==> src/rtl/round_robin_n_pkg.sv <==
// Shared types and helpers for the N-port round-robin burst arbiter.
package round_robin_n_pkg;

  // Arbiter FSM: IDLE arbitrates every cycle, BURST holds one port.
  typedef enum logic {
    ST_IDLE  = 1'b0,
    ST_BURST = 1'b1
  } state_e;

  // Ceiling log2, never below 1 so select buses are at least one bit wide.
  function automatic int unsigned clog2(input int unsigned value);
    int unsigned res;
    res = 0;
    for (int unsigned i = 0; i < 32; i++) begin
      if ((64'd1 << i) < 64'(value)) res = i + 1;
    end
    return (res == 0) ? 1 : res;
  endfunction

endpackage

==> src/rtl/round_robin_n_pick.sv <==
// Rotating priority search: first set request bit after ptr, wrapping through ptr.
module rr_priority_pick
  import round_robin_n_pkg::*;
#(
  parameter int unsigned NUM_PORTS = 4,
  parameter int unsigned SEL_W     = clog2(NUM_PORTS)
) (
  input  logic [NUM_PORTS-1:0] request_i,
  input  logic [SEL_W-1:0]     ptr_i,
  output logic                 found_o,
  output logic [SEL_W-1:0]     idx_o,
  output logic [NUM_PORTS-1:0] onehot_o
);

  int unsigned      cand;
  logic [SEL_W-1:0] cand_idx;

  // Walk the ports in priority order; the first requester wins.
  always_comb begin
    found_o  = 1'b0;
    idx_o    = '0;
    onehot_o = '0;
    cand     = 0;
    cand_idx = '0;
    for (int unsigned k = 1; k <= NUM_PORTS; k++) begin
      cand     = (32'(ptr_i) + k) % NUM_PORTS;
      cand_idx = SEL_W'(cand);
      if (!found_o && request_i[cand_idx]) begin
        found_o  = 1'b1;
        idx_o    = cand_idx;
        onehot_o = NUM_PORTS'(1) << cand_idx;
      end
    end
  end

endmodule

==> src/rtl/round_robin_n.sv <==
// N-port round-robin FIFO arbiter with weighted bursts and downstream backpressure.
module round_robin_n
  import round_robin_n_pkg::*;
#(
  parameter int unsigned NUM_PORTS = 4,
  parameter int unsigned SEL_W     = clog2(NUM_PORTS),
  parameter int unsigned BURST_W   = 3
) (
  input  logic                         clk,
  input  logic                         reset_L,
  input  logic [NUM_PORTS-1:0]         request,
  input  logic [NUM_PORTS*BURST_W-1:0] burst_cfg,
  input  logic                         mode,
  input  logic                         dest_ready,
  output logic [NUM_PORTS-1:0]         pop,
  output logic [SEL_W-1:0]             port_mux,
  output logic                         valid_mux,
  output logic                         grant_active
);

  localparam int unsigned      CNT_W   = BURST_W + 1;
  localparam logic [SEL_W-1:0] PTR_RST = SEL_W'(NUM_PORTS - 1);

  state_e                 state_q, state_d;
  logic [SEL_W-1:0]       ptr_q, ptr_d;
  logic [SEL_W-1:0]       grant_q, grant_d;
  logic [CNT_W-1:0]       cnt_q, cnt_d;
  logic [CNT_W-1:0]       len_q, len_d;
  logic [SEL_W-1:0]       port_mux_q;
  logic                   valid_mux_q;
  logic                   grant_active_q;

  logic                   pick_found;
  logic [SEL_W-1:0]       pick_idx;
  logic [NUM_PORTS-1:0]   pick_onehot;
  logic [BURST_W-1:0]     cfg_field_c;
  logic [CNT_W-1:0]       new_len_c;
  logic [CNT_W-1:0]       cnt_inc_c;
  logic [NUM_PORTS-1:0]   pop_c;
  logic [SEL_W-1:0]       pop_idx_c;

  rr_priority_pick #(
    .NUM_PORTS (NUM_PORTS),
    .SEL_W     (SEL_W)
  ) u_pick (
    .request_i (request),
    .ptr_i     (ptr_q),
    .found_o   (pick_found),
    .idx_o     (pick_idx),
    .onehot_o  (pick_onehot)
  );

  // Burst length of the candidate port; zero fields and classic mode mean one pop.
  always_comb begin
    cfg_field_c = '0;
    for (int unsigned i = 0; i < NUM_PORTS; i++) begin
      if (SEL_W'(i) == pick_idx) cfg_field_c = burst_cfg[i*BURST_W +: BURST_W];
    end
    new_len_c = (mode && (cfg_field_c != '0)) ? CNT_W'(cfg_field_c) : CNT_W'(1);
    cnt_inc_c = cnt_q + CNT_W'(1);
  end

  // Next-state and pop decode.
  always_comb begin
    state_d   = state_q;
    ptr_d     = ptr_q;
    grant_d   = grant_q;
    cnt_d     = cnt_q;
    len_d     = len_q;
    pop_c     = '0;
    pop_idx_c = grant_q;
    case (state_q)
      ST_IDLE: begin
        if (dest_ready && pick_found) begin
          pop_c     = pick_onehot;
          pop_idx_c = pick_idx;
          len_d     = new_len_c;
          if (new_len_c == CNT_W'(1)) begin
            ptr_d = pick_idx;
          end else begin
            state_d = ST_BURST;
            grant_d = pick_idx;
            cnt_d   = CNT_W'(1);
          end
        end
      end
      ST_BURST: begin
        if (!request[grant_q]) begin
          // Held port emptied: abandon the burst without a pop.
          state_d = ST_IDLE;
          ptr_d   = grant_q;
        end else if (dest_ready) begin
          pop_c = NUM_PORTS'(1) << grant_q;
          cnt_d = cnt_inc_c;
          if (cnt_inc_c == len_q) begin
            state_d = ST_IDLE;
            ptr_d   = grant_q;
          end
        end
      end
      default: state_d = ST_IDLE;
    endcase
  end

  // Pops are suppressed immediately while reset is held.
  assign pop = reset_L ? pop_c : '0;

  // Arbiter state registers.
  always_ff @(posedge clk or negedge reset_L) begin
    if (!reset_L) begin
      state_q <= ST_IDLE;
      ptr_q   <= PTR_RST;
      grant_q <= '0;
      cnt_q   <= '0;
      len_q   <= CNT_W'(1);
    end else begin
      state_q <= state_d;
      ptr_q   <= ptr_d;
      grant_q <= grant_d;
      cnt_q   <= cnt_d;
      len_q   <= len_d;
    end
  end

  // Mux select/valid follow the pop by one cycle to match FIFO read latency.
  always_ff @(posedge clk or negedge reset_L) begin
    if (!reset_L) begin
      port_mux_q     <= '0;
      valid_mux_q    <= 1'b0;
      grant_active_q <= 1'b0;
    end else begin
      valid_mux_q    <= |pop_c;
      if (|pop_c) port_mux_q <= pop_idx_c;
      grant_active_q <= (state_d == ST_BURST);
    end
  end

  assign port_mux     = port_mux_q;
  assign valid_mux    = valid_mux_q;
  assign grant_active = grant_active_q;

endmodule

==> config.mk <==
export PLATFORM = sky130hd
export DESIGN_NAME = round_robin_n
export DESIGN_NICKNAME = d
export VERILOG_FILES = /design/src/rtl/round_robin_n_pkg.sv /design/src/rtl/round_robin_n_pick.sv /design/src/rtl/round_robin_n.sv
export SDC_FILE = /design/constraint.sdc
export NUM_CORES = 1
export LEC_CHECK = 0
export ABC_AREA = 1
export BUFFER_PORTS_ARGS = -buffer_cell sky130_fd_sc_hd__buf_4
export CAP_MARGIN = 0
export CELL_PAD_IN_SITES_DETAIL_PLACEMENT = 1
export CELL_PAD_IN_SITES_GLOBAL_PLACEMENT = 1
export CORE_UTILIZATION = 36
export DETAILED_ROUTE_END_ITERATION = 8
export MAX_ROUTING_LAYER = met4
export PLACE_DENSITY_LB_ADDON = 0.08
export SETUP_SLACK_MARGIN = 0.4
export SKIP_LAST_GASP = 1
export SYNTH_ARGS = -nofsm -noshare
export SYNTH_HDL_FRONTEND = slang
export SYNTH_HIERARCHICAL = 1
export SYNTH_SLANG_ARGS = --single-unit
export TNS_END_PERCENT = 30
==> constraint.sdc <==
create_clock -name clk -period 2.72 [get_ports clk]
set_clock_uncertainty 0.15 [all_clocks]
set_input_delay 0.272 -clock clk [delete_from_list [all_inputs] [get_ports clk]]
set_output_delay 0.272 -clock clk [all_outputs]
set_load 0.1 [all_outputs]
## After elaboration in Yosys (flattened, before gate mapping)

Cells that the tools add are included.

- Add/subtract/negate cells: 5
- Magnitude comparators: 5
- Equality and inequality tests: 12
- Shift-type cells: 5
- Muxes and demuxes: 51
- Bitwise gates (word level): 2
- Reductions and logical operators: 15

Operators by type and width:

| cell | count |
|---|---|
| 4-bit two-way mux | 12 |
| 2-bit two-way mux | 11 |
| 1-bit by 2-bit << shifter with 4-bit output, first input constant | 5 |
| 4-bit case mux with 2 select lines | 2 |
| 2-bit by 3-bit < comparator with 1-bit output, second input constant | 5 |
| 3-bit two-way mux | 5 |
| 1-bit two-way mux | 14 |
| 1-bit binary-select mux with 2-bit select | 5 |
| 2-bit != test, second input constant | 4 |
| 4-bit AND reduction | 2 |
| 1-bit logical AND | 5 |
| 2-bit by 1-bit adder with 2-bit output, second input constant | 2 |
| 2-bit adder, second input constant | 2 |
| 4-bit by 1-bit adder with 4-bit output, second input constant | 1 |
| 2-bit equality test, first input constant | 2 |
| 4-bit equality test | 1 |
| 2-bit case mux with 2 select lines | 1 |
| 4-bit OR reduction | 1 |
| 3-bit by 1-bit equality test with 1-bit output, second input constant | 1 |
| 1-bit zero test | 3 |
| 3-bit by 2-bit != test with 1-bit output, second input constant | 1 |
| 3-bit != test, second input constant | 1 |
| 3-bit AND reduction | 1 |
| 3-bit nonzero test | 1 |
| 6 further kinds | 7 |

- Flip-flop bits (word level): 16
- Word-level logic and storage cells: 102

## Logic depth before layout (Yosys ltp)

Gate-level depths: netlist of run 1.

- Depth in word-level cells: 25
- Depth in mapped cells: 21
- Gate-level depth less buffers: 18

## Modules after synthesis

The synthesis of run 1 kept the hierarchy.

By module, submodules not included:

| module | instances | cells an instance | area an instance (um^2) | sequential area each (um^2) |
|---|---|---|---|---|
| round_robin_n | 1 | 163 | 1081.0 | 379.1 |
| rr_priority_pick | 1 | 78 | 511.7 | 0.0 |

## Worst setup path after synthesis of run 1

OpenSTA, ideal clock, no wires.

- Path kind: register -> output
- Start point: register ptr_q[0]
- End point: output pop[1]
- Arrival time: 3.694 ns
- Data required time: 2.298 ns
- Path slack: -1.396 ns
- Cell stages (with the launch flop): 15
- Path buffers: 3
- Cell sequence: dfstp_2 buf_6 inv_8 ha_1 inv_1 nand3_2 nand2_4 nor2_4 buf_6 nand4_1 nand2_1 nor2_1 buf_4 nand2_1 a21oi_1

- Longest elaborated chain between the ends: 17
- Elaborated cells between the ends (all ways): 34
- Those cells by class: 4 x add/sub; 4 x shift; 19 x mux; 7 x reduce/logical

RTL lines:

| element | RTL line | RTL |
|---|---|---|
| start, declared | round_robin_n.sv:25 | `logic [SEL_W-1:0] ptr_q, ptr_d;` |
| start signal, assigned | round_robin_n.sv:118 | `ptr_q <= ptr_d;` |
| 2-bit by 1-bit adder with 2-bit output | round_robin_n_pick.sv:26 | `cand = (32'(ptr_i) + k) % NUM_PORTS;` |
| 1-bit binary-select mux with 2-bit select | round_robin_n_pick.sv:28 | `if (!found_o && request_i[cand_idx]) begin` |
| 1-bit two-way mux (not written as such) | round_robin_n_pick.sv:28 |  |
| 1-bit two-way mux | round_robin_n_pick.sv:28 |  |
| 1-bit zero test | round_robin_n_pick.sv:28 |  |
| 1-bit logical AND | round_robin_n_pick.sv:28 |  |
| 1-bit two-way mux | round_robin_n_pick.sv:28 |  |
| 1-bit zero test | round_robin_n_pick.sv:28 |  |
| (+2 left out) | n/a |  |
| 1-bit zero test | round_robin_n_pick.sv:28 |  |
| 1-bit logical AND | round_robin_n_pick.sv:28 |  |
| 1-bit two-way mux * | round_robin_n_pick.sv:28 |  |
| net pick_found | round_robin_n.sv:33 | `logic pick_found;` |
| 1-bit logical AND * | round_robin_n.sv:74 | `if (dest_ready && pick_found) begin` |
| 4-bit two-way mux * | round_robin_n.sv:74 |  |
| 4-bit case mux with 2 select lines * | round_robin_n.sv:72 | `case (state_q)` |
| 4-bit two-way mux * | round_robin_n.sv:106 | `assign pop = reset_L ? pop_c : '0;` |
| end, declared | round_robin_n.sv:15 | `output logic [NUM_PORTS-1:0] pop,` |

Mark *: on every way through the listed nets, which the timed path passes. The rest lies on a longest branch. The select of a mux whose other input is x is not followed.

## Worst setup path after layout of run 1

- Start point: register ptr_q[0]
- End point: register cnt_q[0]

- Longest elaborated chain between the ends: 24
- Elaborated cells between the ends (all ways): 42
- Those cells by class: 4 x add/sub; 6 x eq/ne; 21 x mux; 11 x reduce/logical

RTL lines:

| element | RTL line | RTL |
|---|---|---|
| 2-bit by 1-bit adder with 2-bit output | round_robin_n_pick.sv:26 |  |
| 1-bit binary-select mux with 2-bit select | round_robin_n_pick.sv:28 |  |
| 1-bit two-way mux (not written as such) | round_robin_n_pick.sv:28 |  |
| 1-bit two-way mux | round_robin_n_pick.sv:28 |  |
| 1-bit zero test | round_robin_n_pick.sv:28 |  |
| 1-bit logical AND | round_robin_n_pick.sv:28 |  |
| 1-bit two-way mux | round_robin_n_pick.sv:28 |  |
| 1-bit zero test | round_robin_n_pick.sv:28 |  |
| (+5 left out) | n/a |  |
| net pick_idx[0] | round_robin_n.sv:34 | `logic [SEL_W-1:0] pick_idx;` |
| (+1 left out) | n/a |  |
| 3-bit two-way mux (3 in series) | round_robin_n.sv:57 | `if (SEL_W'(i) == pick_idx) cfg_field_c = burst_cfg[i*BURST_W +: BURST_W];` |
| 3-bit two-way mux * | round_robin_n.sv:57 |  |
| 3-bit nonzero test | round_robin_n.sv:59 | `new_len_c = (mode && (cfg_field_c != '0)) ? CNT_W'(cfg_field_c) : CNT_W'(1);` |
| 1-bit logical AND | round_robin_n.sv:59 |  |
| 3-bit two-way mux * | round_robin_n.sv:59 |  |
| 3-bit by 1-bit equality test with 1-bit output * | round_robin_n.sv:78 | `if (new_len_c == CNT_W'(1)) begin` |
| 2-bit != test (no line) * | n/a |  |
| 4-bit AND reduction (no line) * | n/a |  |
| end signal, assigned | round_robin_n.sv:120 | `cnt_q <= cnt_d;` |
| end, declared | round_robin_n.sv:27 | `logic [CNT_W-1:0] cnt_q, cnt_d;` |

Marked as above.
A chain may end at the register's enable or synchronous reset.

==> implementation parameters, run 1 <==
Parameter                              Value

Floorplanning
  Chip Height ... 68.5 µm
  Core ar. ... 4120 µm²
  I/O pin cnt ... 28
  Std-Cell Rows ... 23
  Die outline width ... 68.5 µm
  Initial standard-cell utilization of the core ... 0.387
  DIE AREA ... 4690 µm²

Logic synthesis
  Commonest cells in the netlist ... 72 x sky130_fd_sc_hd__nand2_1, 33 x sky130_fd_sc_hd__nand3_1, 25 x sky130_fd_sc_hd__inv_1
  Sequential area share after synthesis ... 0.238
  Instance count of the mapped netlist ... 241
  Number of distinct standard cells referenced by the synthesized netlist ... 30
  Number of enable flip-flop cells after synthesis ... 0
  Post-synth top area cell ... sky130_fd_sc_hd__dfrtp_1
  Ys flop type ... sky130_fd_sc_hd__dfrtp_1
  Post-Synthesis Net Count ... 270
  Synth Cell Area ... 1590 µm²
  Post-synthesis async set-or-reset flop share ... 1.00
  Top post-synthesis cells by area ... sky130_fd_sc_hd__dfrtp_1 19%, sky130_fd_sc_hd__nand2_1 17%, sky130_fd_sc_hd__nand3_1 10%
  Count of synthesis-stage warnings from yosys ... 6
  Proportion of netlist area held by the largest area contributor ... 0.189
  Most common cell in the synthesized netlist ... sky130_fd_sc_hd__nand2_1
  Average footprint of a synthesized cell ... 6.61 µm²
  Synth Register Bits ... 15

Setup path
  Path type of the worst setup path ... reg -> reg
  Cell repeated most along the worst path ... sky130_fd_sc_hd__nand2_4
  Cell chain of the critical path ... inv_8, ha_4, inv_4, nand3_4, nand2_4, nor2_4, nand4_1, nand3_4, inv_1, nand2_1, nor2_2, nor3_2, nand2_2, nand2_4, nand2_4, nand2_4, nand2_2, nand2_1
  CP Max Fanout ... 6
  Maximum cell stage delay along the critical path ... 0.61 ns
  Cell type of the slowest stage on the worst timing path ... sky130_fd_sc_hd__dfstp_2
  CP Capture Type ... register
  Critical path data required time ... 2.76 ns
  Kind of launch point of the worst setup path ... register
  Critical path data arrival time ... 2.92 ns

Route
  Post-detailed-route wirelength per cell ... 15.2 µm
  Detail-routed via count per cell ... 5.35
  Drt drc ... 0
  Remaining antenna violation count ... 0
  Detailed Routing Iterations Pass 1 ... 4
  Overall routed net length ... 5200 µm
  Drt initial violations ... 90
  Number of vias after detailed routing ... 1835

Timing
  Setup Viol. Count Final ... 15
  Min Tclk post-route ... 2.89 ns
  Transition time of the tightest slew-check pin ... 0.776 ns
  Final Hold Vio Count ... 0
  Final worst-path setup slack ... -0.165 ns
  Maximum clock frequency ... 0.347 GHz
  Worst slew slack as a fraction of its limit ... 0.477
  Tcrit/Tclk final ... 1.06
  Fin Hold WS ... 0.160 ns
  RSZ-0062 raised after global routing ... true
  Number of max-slew violations in the final report ... 0

Layout
  Ant diodes ... 0
  Layout cell share with drive strength beyond 1 ... 0.386
  Post-synthesis to final-layout area growth ... 44.4%
  Total number of nets in the final design ... 323
  Non-filler cells, final ... 343

Placed design
  Placer Congestion ... 0.896
  Post-DP HPWL ... 3920 µm
  Number of input and output port buffers inserted ... 27
  Post-Place Cells ... 331

GRT
  Number of global-route vias before repair ... 1783
  Maximum number of pins on one net before global-route repair ... 17
  Antenna violations before repair ... 0
  Remaining global-route overflow ... 0
  Global-route wire length before repair ... 8110 µm
  Total global-route track usage ... 0.242

Status
  Violations in the final reports ... setup timing
  Status ... complete, but fails checks

Clocking
  Maximum level of the CTS H-tree ... 1
  TritonCTS Buffers ... 3
  Clock tree from TritonCTS ... yes
  Clock latency on the worst-skew pair ... 0.25 ns
  Number of sinks handled by clock tree synthesis ... 15
  Root cell of the clock tree ... sky130_fd_sc_hd__clkbuf_8
  Buffer depth of the longest clock path ... 2
  Clk slew on worst S/H paths ... 0.06 ns

Run
  Max-capacitance violation count ... 0

Hold path
  Hold WC Path Type ... in -> reg
==> critical path: cells and delay by family (launching register included) <==
kind	cells	cell delay [ns]
AND/OR/NAND/NOR	14	1.57
buffers and inverters	3	0.20
adder cells (fa/ha/maj)	1	0.30
flip-flops	1	0.61
==> kinds of logic (layout without fill, tap and decap cells) <==
logic type | Yosys count | in the layout | share of synthesized area
AND/OR/NAND/NOR | 156 | 156 | 0.494
buffers and inverters | 32 | 84 | 0.0950
AO/OA/AOI/OAI | 27 | 27 | 0.0911
flip-flops | 15 | 15 | 0.238
adder cells (fa/ha/maj) | 9 | 9 | 0.0707
XOR/XNOR | 2 | 2 | 0.0110
==> flip-flops by register name, indices dropped and copies added (netlist names) <==
| signal | flops |
|---|---|
| grant_q | 2 |
| port_mux | 2 |
| ptr_q | 2 |
| grant_active | 1 |
| valid_mux | 1 |
| cnt_q | 4 |
| len_q | 3 |
==> worst paths after layout <==
check	startpoint	end	slack [ns]	cells past startpoint
hold reg to reg	cnt_q[3]$_DFFE_PN0P_	cnt_q[3]$_DFFE_PN0P_	0.36	2
setup / recovery	ptr_q[0]$_DFFE_PN1P_	cnt_q[0]$_DFFE_PN0P_	-0.17	18
min in group asynchronous	reset_L	len_q[2]$_DFFE_PN0P_	0.28	2
hold / removal	mode	len_q[1]$_DFFE_PN0P_	0.16	3
setup reg to reg	ptr_q[0]$_DFFE_PN1P_	cnt_q[0]$_DFFE_PN0P_	-0.17	18
max in group asynchronous	reset_L	len_q[0]$_DFFE_PN1P_	1.89	2
==> layout make-up <==
cell class | instances | area, µm²
Clock buffer | 3 | 41.3
Clock inverter | 1 | 5.00
Fill cell | 539 | 1820
Inverter | 27 | 114
Multi-Input combinational cell | 194 | 1230
Sequential cell | 15 | 379
Tap cell | 50 | 62.6
Timing Repair Buffer | 53 | 465
==> stage by stage <==
stage	util	setup TNS (ns)	cell area, µm²	setup slack, ns
floorplan	-	-0.592	1690	-0.179
detailed placement	0.497	-0.282	2040	-0.0508
finish	0.559	-1.41	2300	-0.165
global placement	0.497	-0.117	2040	-0.0364
global route	0.559	-3.11	2300	-0.255
CTS	0.535	-0.288	2200	-0.0604
==> what timing repair did <==
item	4_1_cts	5_1_grt
endpoints found under the hold margin	15	0
gates resized for setup	22	17
cloned	0	0
hold buffers	1	0
endpoints found under the setup margin	19	19
setup buffers	1	6
pin swaps	6	15
==> metal layers <==
layer | GRT usage | share of wire
met5 | - | 0
met4 | 0.0391 | 0.0046
met3 | 0.0362 | 0.021
met2 | 0.417 | 0.50
met1 | 0.304 | 0.47
==> layout by cell type, fill, tap and decap left out, types with 4 or more instances in the layout <==
cell / n
sky130_fd_sc_hd__nand2_1: 60
sky130_fd_sc_hd__buf_4: 45
sky130_fd_sc_hd__nand3_1: 29
sky130_fd_sc_hd__inv_1: 22
sky130_fd_sc_hd__nand2_2: 18
sky130_fd_sc_hd__dfrtp_1: 12
sky130_fd_sc_hd__nand4_1: 10
sky130_fd_sc_hd__o21ai_0: 9
sky130_fd_sc_hd__nand2_4: 8
sky130_fd_sc_hd__ha_1: 8
sky130_fd_sc_hd__nor2_1: 7
sky130_fd_sc_hd__a21oi_1: 6
sky130_fd_sc_hd__nor2_4: 5
sky130_fd_sc_hd__nor3_1: 4
sky130_fd_sc_hd__a21oi_4: 4
sky130_fd_sc_hd__buf_12: 4
sky130_fd_sc_hd__nand3_4: 4
sky130_fd_sc_hd__a21boi_0: 4
Power of run 1 is not shown: default switching activity piles up to over one toggle a cycle in this logic, so the estimate is an artifact.
==> inputs of run 2 (changes only) <==
Clock period 2.72 ns to 2.4 ns, I/O delays scaled along.
==> implementation parameters, run 2 (synthesis results as in run 1) <==
Parameter                              Value

Setup path
  Path type of the worst setup path ... reg -> reg
  CP Capture Type ... register
  Reg2Reg Launch Point ... ptr_q[0]$_DFFE_PN1P_
  Launch point of the worst path ... ptr_q[0]$_DFFE_PN1P_
  Kind of launch point of the worst setup path ... register
  Critical path data arrival time ... 2.81 ns
  CP Max Fanout ... 6
  Reg-to-reg setup timing slack ... -0.42 ns
  Critical path data required time ... 2.39 ns

Route
  Detail-routed via count per cell ... 5.19
  Drt initial violations ... 68
  Drt drc ... 0
  Remaining antenna violation count ... 0
  Overall routed net length ... 5210 µm
  Detailed Routing Iterations Pass 1 ... 4
  Number of vias after detailed routing ... 1847
  Post-detailed-route wirelength per cell ... 14.6 µm

GRT
  Number of global-route vias before repair ... 1817
  Maximum number of pins on one net before global-route repair ... 16
  Antenna violations before repair ... 0
  Global-route wire length before repair ... 7910 µm
  Remaining global-route overflow ... 0
  Total global-route track usage ... 0.232

Layout
  Most common cell after layout, fill and taps aside ... sky130_fd_sc_hd__nand2_1
  Register Area ... 379 µm²
  Layout cell share with drive strength beyond 1 ... 0.399
  Multi-input combinational cell area ... 1220 µm²
  Number of flip-flops in the largest register ... 4
  Commonest cells after routing, fill and taps aside ... 63 x sky130_fd_sc_hd__nand2_1, 55 x sky130_fd_sc_hd__buf_4, 30 x sky130_fd_sc_hd__nand3_1
  Ant diodes ... 0
  Reg with most FFs ... cnt_q
  Total number of nets in the final design ... 336
  Post-synthesis to final-layout area growth ... 50.6%
  Registers with the most flip-flops ... cnt_q (4), len_q (3)
  Fill cell count ... 540

Hold path
  Hold WC Path Type ... in -> reg
  Hold_sp ... mode

Timing
  Number of max-slew violations in the final report ... 0
  Min Tclk post-route ... 2.82 ns
  Tcrit/Tclk final ... 1.18
  Final Hold Vio Count ... 0
  Final worst-path setup slack ... -0.425 ns
  Maximum clock frequency ... 0.354 GHz
  Transition time of the tightest slew-check pin ... 0.685 ns
  Setup Viol. Count Final ... 19
  Worst slew slack as a fraction of its limit ... 0.542
  Final setup TNS ... -6.17 ns
  RSZ-0062 raised after global routing ... true

Placed design
  Number of input and output port buffers inserted ... 27
  Post-DP HPWL ... 3900 µm
  Placer Congestion ... 0.867

Status
  Violations in the final reports ... setup timing
  Status ... complete, but fails checks

Clocking
  Buffer depth of the longest clock path ... 2
  TritonCTS Buffers ... 3
  Maximum level of the CTS H-tree ... 1
  Clk slew on worst S/H paths ... 0.06 ns
  Clock tree from TritonCTS ... yes
  Number of sinks handled by clock tree synthesis ... 15
  Clock latency on the worst-skew pair ... 0.25 ns
  Root cell of the clock tree ... sky130_fd_sc_hd__clkbuf_8

Floorplanning
  Initial standard-cell utilization of the core ... 0.387
  Chip Height ... 68.5 µm
  Std-Cell Rows ... 23
  I/O pin cnt ... 28
  Core ar. ... 4120 µm²
  DIE AREA ... 4690 µm²
  Die outline width ... 68.5 µm

Run
  Max-capacitance violation count ... 0
-- run 2: cell count changes in the layout (fill, tap and decap cells not counted), sizes merged --
cell,before,now
buf,52,65
-- run 2: area by class of cell --
type | count | area share
clock buffers | 3 | 0.0172
clock inverters | 1 | 0.00209
inverters | 27 | 0.0464
multi-input cells | 194 | 0.511
flip-flops and latches | 15 | 0.158
well taps | 50 | 0.0261
repair buffers | 66 | 0.239
-- run 2: timing repair --
item | 4_1_cts | 5_1_grt
resized for setup | 27 | 11
hold buffers | 1 | 0
setup buffers | 7 | 4
pin swaps | 10 | 6
hold endpoints to repair | 15 | 0
setup endpoints to repair | 19 | 19
-- run 2: through the flow --
step                utilization  worst slack, ns  std cells  area [µm²]  hold WS, ns
floorplan                     -           -0.467        241        1690       -0.206
global placement          0.513           -0.276        340        2110      -0.0356
detailed placement        0.513           -0.357        340        2110      -0.0403
CTS                       0.566           -0.328        352        2330        0.117
global route              0.583           -0.531        356        2400        0.135
finish                    0.583           -0.425        356        2400        0.116
-- run 2: path summary, 6_finish.rpt --
kind | cells after the start | to
min in group asynchronous | 2 | grant_q[0]$_DFFE_PN0P_
worst max-delay path | 17 | cnt_q[2]$_DFFE_PN0P_
worst min-delay path | 3 | len_q[1]$_DFFE_PN0P_
max in group asynchronous | 2 | len_q[2]$_DFFE_PN0P_
worst max register to register | 17 | cnt_q[2]$_DFFE_PN0P_
worst min register to register | 2 | port_mux[0]$_DFFE_PN0P_
-- run 2: routing by layer --
layer	wire length (µm)	global-route usage	up-vias	part of all wire
met5	0	-	-	0
met4	24	0.0182	0	0.0046
met3	146	0.0296	2	0.028
met2	2580	0.404	35	0.50
met1	2450	0.297	888	0.47
li1	-	-	922	-
-- run 2: worst max-delay path, cell delays in order (launching register included) --
cell                       delay (ns)
sky130_fd_sc_hd__dfstp_2         0.59
sky130_fd_sc_hd__inv_8           0.05
sky130_fd_sc_hd__ha_4            0.26
sky130_fd_sc_hd__inv_4           0.08
sky130_fd_sc_hd__nand3_4         0.08
sky130_fd_sc_hd__nand2_4         0.10
sky130_fd_sc_hd__nor2_2          0.06
sky130_fd_sc_hd__a21oi_2         0.18
sky130_fd_sc_hd__nand3_4         0.16
sky130_fd_sc_hd__buf_4           0.18
sky130_fd_sc_hd__nand3b_1        0.08
sky130_fd_sc_hd__nand4_1         0.16
sky130_fd_sc_hd__nand2_1         0.15
sky130_fd_sc_hd__nand2_4         0.10
sky130_fd_sc_hd__nand2_4         0.11
sky130_fd_sc_hd__nand2_4         0.07
sky130_fd_sc_hd__nand2_1         0.06
sky130_fd_sc_hd__nand2_1         0.06
Power of run 2 is left out for the same reason.
